$ cat src/rtl/load_store_unit.sv
// Memory-stage load/store unit: drives a req/ack data bus, stalls the pipeline while a
// transaction is outstanding, and returns aligned, extended load data.
module load_store_unit #(
    parameter int TIMEOUT_CYCLES = 255
) (
    input  logic        clk,
    input  logic        rst,
    input  logic [1:0]  mem_read,
    input  logic [1:0]  mem_write,
    input  logic        load_unsigned,
    input  logic [31:0] addr,
    input  logic [31:0] store_data,
    output logic [31:0] mem_data,
    output logic        stall,
    output logic        access_fault,
    output logic        bus_req,
    output logic        bus_we,
    output logic [31:0] bus_addr,
    output logic [3:0]  bus_wstrb,
    output logic [31:0] bus_wdata,
    input  logic        bus_ack,
    input  logic [31:0] bus_rdata
);

    localparam int CW = (TIMEOUT_CYCLES > 0) ? $clog2(TIMEOUT_CYCLES + 1) : 1;
    localparam logic [CW-1:0] TO_LIM = CW'(TIMEOUT_CYCLES);

    typedef enum logic [1:0] {IDLE, BUS, DONE} state_t;

    state_t          state;
    logic [CW-1:0]   cnt;
    logic [CW-1:0]   cnt_next;
    logic [1:0]      ld_size;
    logic            ld_uns;
    logic [1:0]      ld_lane;

    logic            rd_op;
    logic            wr_op;
    logic [1:0]      op_size;
    logic            misaligned;
    logic            op_legal;
    logic            op_illegal;

    function automatic logic [3:0] store_strb(input logic [1:0] size, input logic [1:0] lane);
        case (size)
            2'b01:   return 4'b0001 << lane;
            2'b10:   return 4'b0011 << lane;
            default: return 4'b1111;
        endcase
    endfunction

    function automatic logic [31:0] store_lanes(input logic [1:0] size, input logic [31:0] data);
        case (size)
            2'b01:   return {4{data[7:0]}};
            2'b10:   return {2{data[15:0]}};
            default: return data;
        endcase
    endfunction

    function automatic logic [31:0] load_extend(input logic [1:0]  size,
                                                input logic [1:0]  lane,
                                                input logic        uns,
                                                input logic [31:0] rdata);
        logic signed [7:0]  b;
        logic signed [15:0] h;
        b = 8'(rdata >> {lane, 3'b000});
        h = 16'(rdata >> {lane[1], 4'b0000});
        case (size)
            2'b01:   return uns ? {24'b0, b} : 32'(b);
            2'b10:   return uns ? {16'b0, h} : 32'(h);
            default: return rdata;
        endcase
    endfunction

    assign rd_op      = |mem_read;
    assign wr_op      = |mem_write;
    assign op_size    = rd_op ? mem_read : mem_write;
    assign misaligned = ((op_size == 2'b10) && addr[0]) ||
                        ((op_size == 2'b11) && (addr[1:0] != 2'b00));
    assign op_legal   = (rd_op ^ wr_op) && !misaligned;
    assign op_illegal = (rd_op || wr_op) && !op_legal;
    assign cnt_next   = cnt + 1'b1;

    // Stall is combinational so a legal request freezes the pipeline in its issue cycle.
    assign stall = rst && (((state == IDLE) && op_legal) || (state == BUS));

    always_ff @(posedge clk or negedge rst) begin
        if (!rst) begin
            state        <= IDLE;
            cnt          <= '0;
            ld_size      <= 2'b00;
            ld_uns       <= 1'b0;
            ld_lane      <= 2'b00;
            mem_data     <= 32'h0;
            access_fault <= 1'b0;
            bus_req      <= 1'b0;
            bus_we       <= 1'b0;
            bus_addr     <= 32'h0;
            bus_wstrb    <= 4'h0;
            bus_wdata    <= 32'h0;
        end else begin
            access_fault <= 1'b0;
            case (state)
                IDLE: begin
                    if (op_legal) begin
                        bus_req   <= 1'b1;
                        bus_we    <= wr_op;
                        bus_addr  <= {addr[31:2], 2'b00};
                        bus_wstrb <= wr_op ? store_strb(mem_write, addr[1:0]) : 4'h0;
                        bus_wdata <= store_lanes(mem_write, store_data);
                        ld_size   <= mem_read;
                        ld_uns    <= load_unsigned;
                        ld_lane   <= addr[1:0];
                        cnt       <= '0;
                        state     <= BUS;
                    end else if (op_illegal) begin
                        access_fault <= 1'b1;
                    end
                end
                BUS: begin
                    // An ack arriving on the limit cycle still wins over the timeout.
                    if (bus_ack) begin
                        bus_req <= 1'b0;
                        if (!bus_we)
                            mem_data <= load_extend(ld_size, ld_lane, ld_uns, bus_rdata);
                        state <= DONE;
                    end else if (TIMEOUT_CYCLES > 0) begin
                        if (cnt_next == TO_LIM) begin
                            bus_req      <= 1'b0;
                            access_fault <= 1'b1;
                            state        <= DONE;
                        end else begin
                            cnt <= cnt_next;
                        end
                    end
                end
                DONE: begin
                    cnt   <= '0;
                    state <= IDLE;
                end
                default: state <= IDLE;
            endcase
        end
    end

endmodule

$ cat config.mk
export PLATFORM = sky130hd
export DESIGN_NAME = load_store_unit
export DESIGN_NICKNAME = d
export VERILOG_FILES = /design/src/rtl/load_store_unit.sv
export SDC_FILE = /design/constraint.sdc
export NUM_CORES = 1
export LEC_CHECK = 0
export CORE_ASPECT_RATIO = 0.6
export CORE_MARGIN = 5
export CORE_UTILIZATION = 41
export CTS_BUF_LIST = sky130_fd_sc_hd__clkbuf_4
export DETAILED_ROUTE_END_ITERATION = 16
export PLACE_DENSITY = 0.87
export SYNTH_ARGS = -nofsm -noshare
export SYNTH_HDL_FRONTEND = slang
export SYNTH_SLANG_ARGS = --single-unit
$ cat constraint.sdc
create_clock -name clk -period 2.65 [get_ports clk]
set_input_delay 0.53 -clock clk [delete_from_list [all_inputs] [get_ports clk]]
set_output_delay 0.53 -clock clk [all_outputs]
set_load 0.02 [all_outputs]
==> impl_results.md <==
* CORE AREA at between 10000 and 15000 um^2
* Worst path arrival time at 1990 ps
* Simple-gate share of the synthesized area at 0.131
* Antenna-violating nets left at 0
* DIE AREA at 15700 um^2
* First drt pass iteration count at 5
* XOR/XNOR share of the synthesized area at 0
* Synthesized area at 5410 um^2
* Worst skew pair latency at 490 ps
* Post-Place Cells at 912
* Site row count at 32
* YS warnings at 0
* Yosys cell types at 44
* Layout Utilization at 0.628
* Share of cells above drive strength 1 at 0.152
* Clock root buffer: clkbuf_4
* Slew @ Worst Pin at 784 ps
* PD cells at 1080 nW/um^2
* EDFF count, synth at 0
* Congestion Overflow GR at 0
* Worst setup SP type: primary input
* Routed wl met2 at between 7000 and 8000 um
* Routed wire length at 16600 um
* Largest net degree at the start of global routing at about 110
* Leak at approximately 3.5 nW
* Reg2Reg Depth at 6
* Status: finished clean
* Crit-path max FO at 2
* I/O pin count at 208
* Initial antenna violation count at 1
* Via count at 5049
* DPL Wire Length at 12600 um
* Critical path class: in2out
* Hold Buf Count CTS at 0
* Synth Area in Adders at 0.0185
* CTS tree: done
* Number of global-route vias before repair at 5201
* Pwr Total at 8.74 mW
* Setup Skew at 17.5 ps
* Met1 WL at 7060 um
* Routed wl met3 at 1740 um
* R2R setup slack at 310 ps
* Area grow syn2layout at 49.6%
* PortBufs at 205
* VDD IR-drop max at between 500 and 600 uV
* Fin area at around 8000 um^2
* Synth Area in Compound Gates at 0.182
* Drt first-iter violations at just under 400
* Final setup fails at 0
* FF+latch area at slightly below 3000 um^2
* CTS buffer count at 17
* Clock tree buffer depth at 2
* Final Max Tran Viols at 0
* Sequential share of the synthesized area at 0.536
* WL/cell at roughly 18 um
* # fillers at 991
* Die width at around 160 um
* Top FF cell, synth: dfrtp_1
* Finished Layout Cells at 947
* Setup TNS at 0 ps
* Routed vias/inst at 5.33
* Initial Utilization at 0.420
* RSZ-0062 raised after global routing: no
* R2r startpoint: cnt[1]
* Reg-to-reg critical path endpoint: access_fault
* Yosys reg bits at ~120
* Largest family of logic cells by synthesized area: compound AO/OA/AOI/OAI gates
* Synthesized area per cell at 9.95 um^2
* Post-synthesis instance total at 544
* Minimum clock period at 2520 ps
* Crit. End Element: primary output
* Sink Count at 116
* Final Hold Fails at 0
* Area of the multi-input gates at between 2000 and 2500 um^2
* Highest routed layer: met4
* Slew headroom at 0.473
* Mux cell area share after synthesis at 0.0957
* First-pass GRT wire length at 26200 um
* Max_cap viols at 0
* Worst EP required at 2120 ps
* Synth async-reset ratio at 1.00
* Period utilisation layout at 0.951
* Die Span Y at approximately 99 um
* Clk slew on worst S/H paths at ~110 ps
* DRC Markers at 0
* HP Class: in2async
* Peak Freq at 397 MHz
* GRT Total Usage at 0.210
* Max H-tree Level at 4
* Post-Place Cell Area at a little under 8000 um^2
* Final GP Congestion at 0.935
* Nets at 875
## power breakdown
group / switching [mW] / internal [mW] / leakage [nW]
clock: 0.724 / 0.581 / 0.149
sequential: 0.471 / 2.51 / 1.40
combinational: 2.33 / 2.13 / 1.90
total: 3.52 / 5.22 / 3.45
## worst max-delay path: stages
cell and delay [ps]:
clkdlybuf4s50_1 420, nor2_1 260, ha_4 180, a21boi_4 190, nand3_4 90, a21boi_2 170
buf_6 140
## cell families after synthesis
logic type	count (synthesis)
other	1
DFF	116
adders and majority gates	8
muxes	45
and+or+nand+nor	162
buffers and inverters	47
AOI/OAI and AO/OA	165
## worst max path at each step
stage | startpoint | to | slack [ps] | depth (start not counted)
floorplan | mem_write[0] | stall | 3 | 8
global route | mem_read[1] | stall | 20 | 8
CTS | mem_read[1] | stall | 110 | 8
detailed placement | mem_write[0] | stall | -650 | 8
finish | mem_read[1] | stall | 130 | 7
global placement | mem_write[0] | stall | -560 | 8
## final cells by class
cell class	instances	share of cell area
Clock buffer	18	0.0167
Inverter	11	0.00510
Antenna cell	1	0.000309
Tap cell	170	0.0263
Clock inverter	14	0.0190
Timing Repair Buffer	235	0.281
Sequential cell	116	0.359
Multi-Input combinational cell	382	0.293
## through the flow
| stage | hold slack [ps] | setup slack (ps) |
|---|---|---|
| final | 227 | 129 |
| after global routing | 260 | 19.5 |
| after CTS | 215 | 114 |
| after detailed placement | 467 | -645 |
| after global placement | 462 | -564 |
| after floorplan | 234 | 2.98 |
## Yosys cell counts (7+ instances only)
library cell  count  area share
a21oi_1          57       0.053
nand2_1          83       0.058
a22oi_1           8       0.011
o21ai_0          53       0.049
mux2_2           44       0.092
ha_1              8       0.018
a2bb2oi_1         7       0.011
dfrtp_1         116        0.54
nor2_1           40       0.028
nand2b_1          9       0.010
a31oi_1           8      0.0092
nor2b_1          14       0.016
a221oi_1          8       0.013
inv_1            11      0.0076
clkbuf_1         28       0.019
## layout by cell type (no fill, tap or decap), drive strengths merged, types with 3 or more instances in the layout
cell,count
dfrtp,116
a22oi,8
nor2b,14
inv,14
o21ai,54
o31ai,3
buf,32
nand2b,9
nor2,40
mux2,44
clkdlybuf4s50,201
a2bb2oi,7
a21oi,57
clkinv,6
clkbuf,18
nand2,83
a31oi,8
nand3,4
a221oi,8
ha,8
a21boi,3
clkinvlp,3
o21a,5
## registers in the layout (all words and copies together) (netlist names), 2 cells and up
signal / cells
ld_lane: 2
bus_wstrb: 4
bus_addr: 30
cnt: 8
mem_data: 32
bus_wdata: 32
ld_size: 2
state: 2
## layer usage
metal / global-route usage / vias to the layer above
li1: - / 2352
met1: 0.271 / 2407
met2: 0.340 / 254
met3: 0.0715 / 36
met4: 0.0564 / 0
met5: 0 / -
## what timing repair did
| item | in CTS | in global routing |
|---|---|---|
| resized for setup | 12 | 2 |
| pin swaps | 2 | 0 |
| buffers inserted | 2 | 0 |
| setup endpoints to repair | 43 | 2 |
No activity file was read; power rests on OpenSTA's default activity.
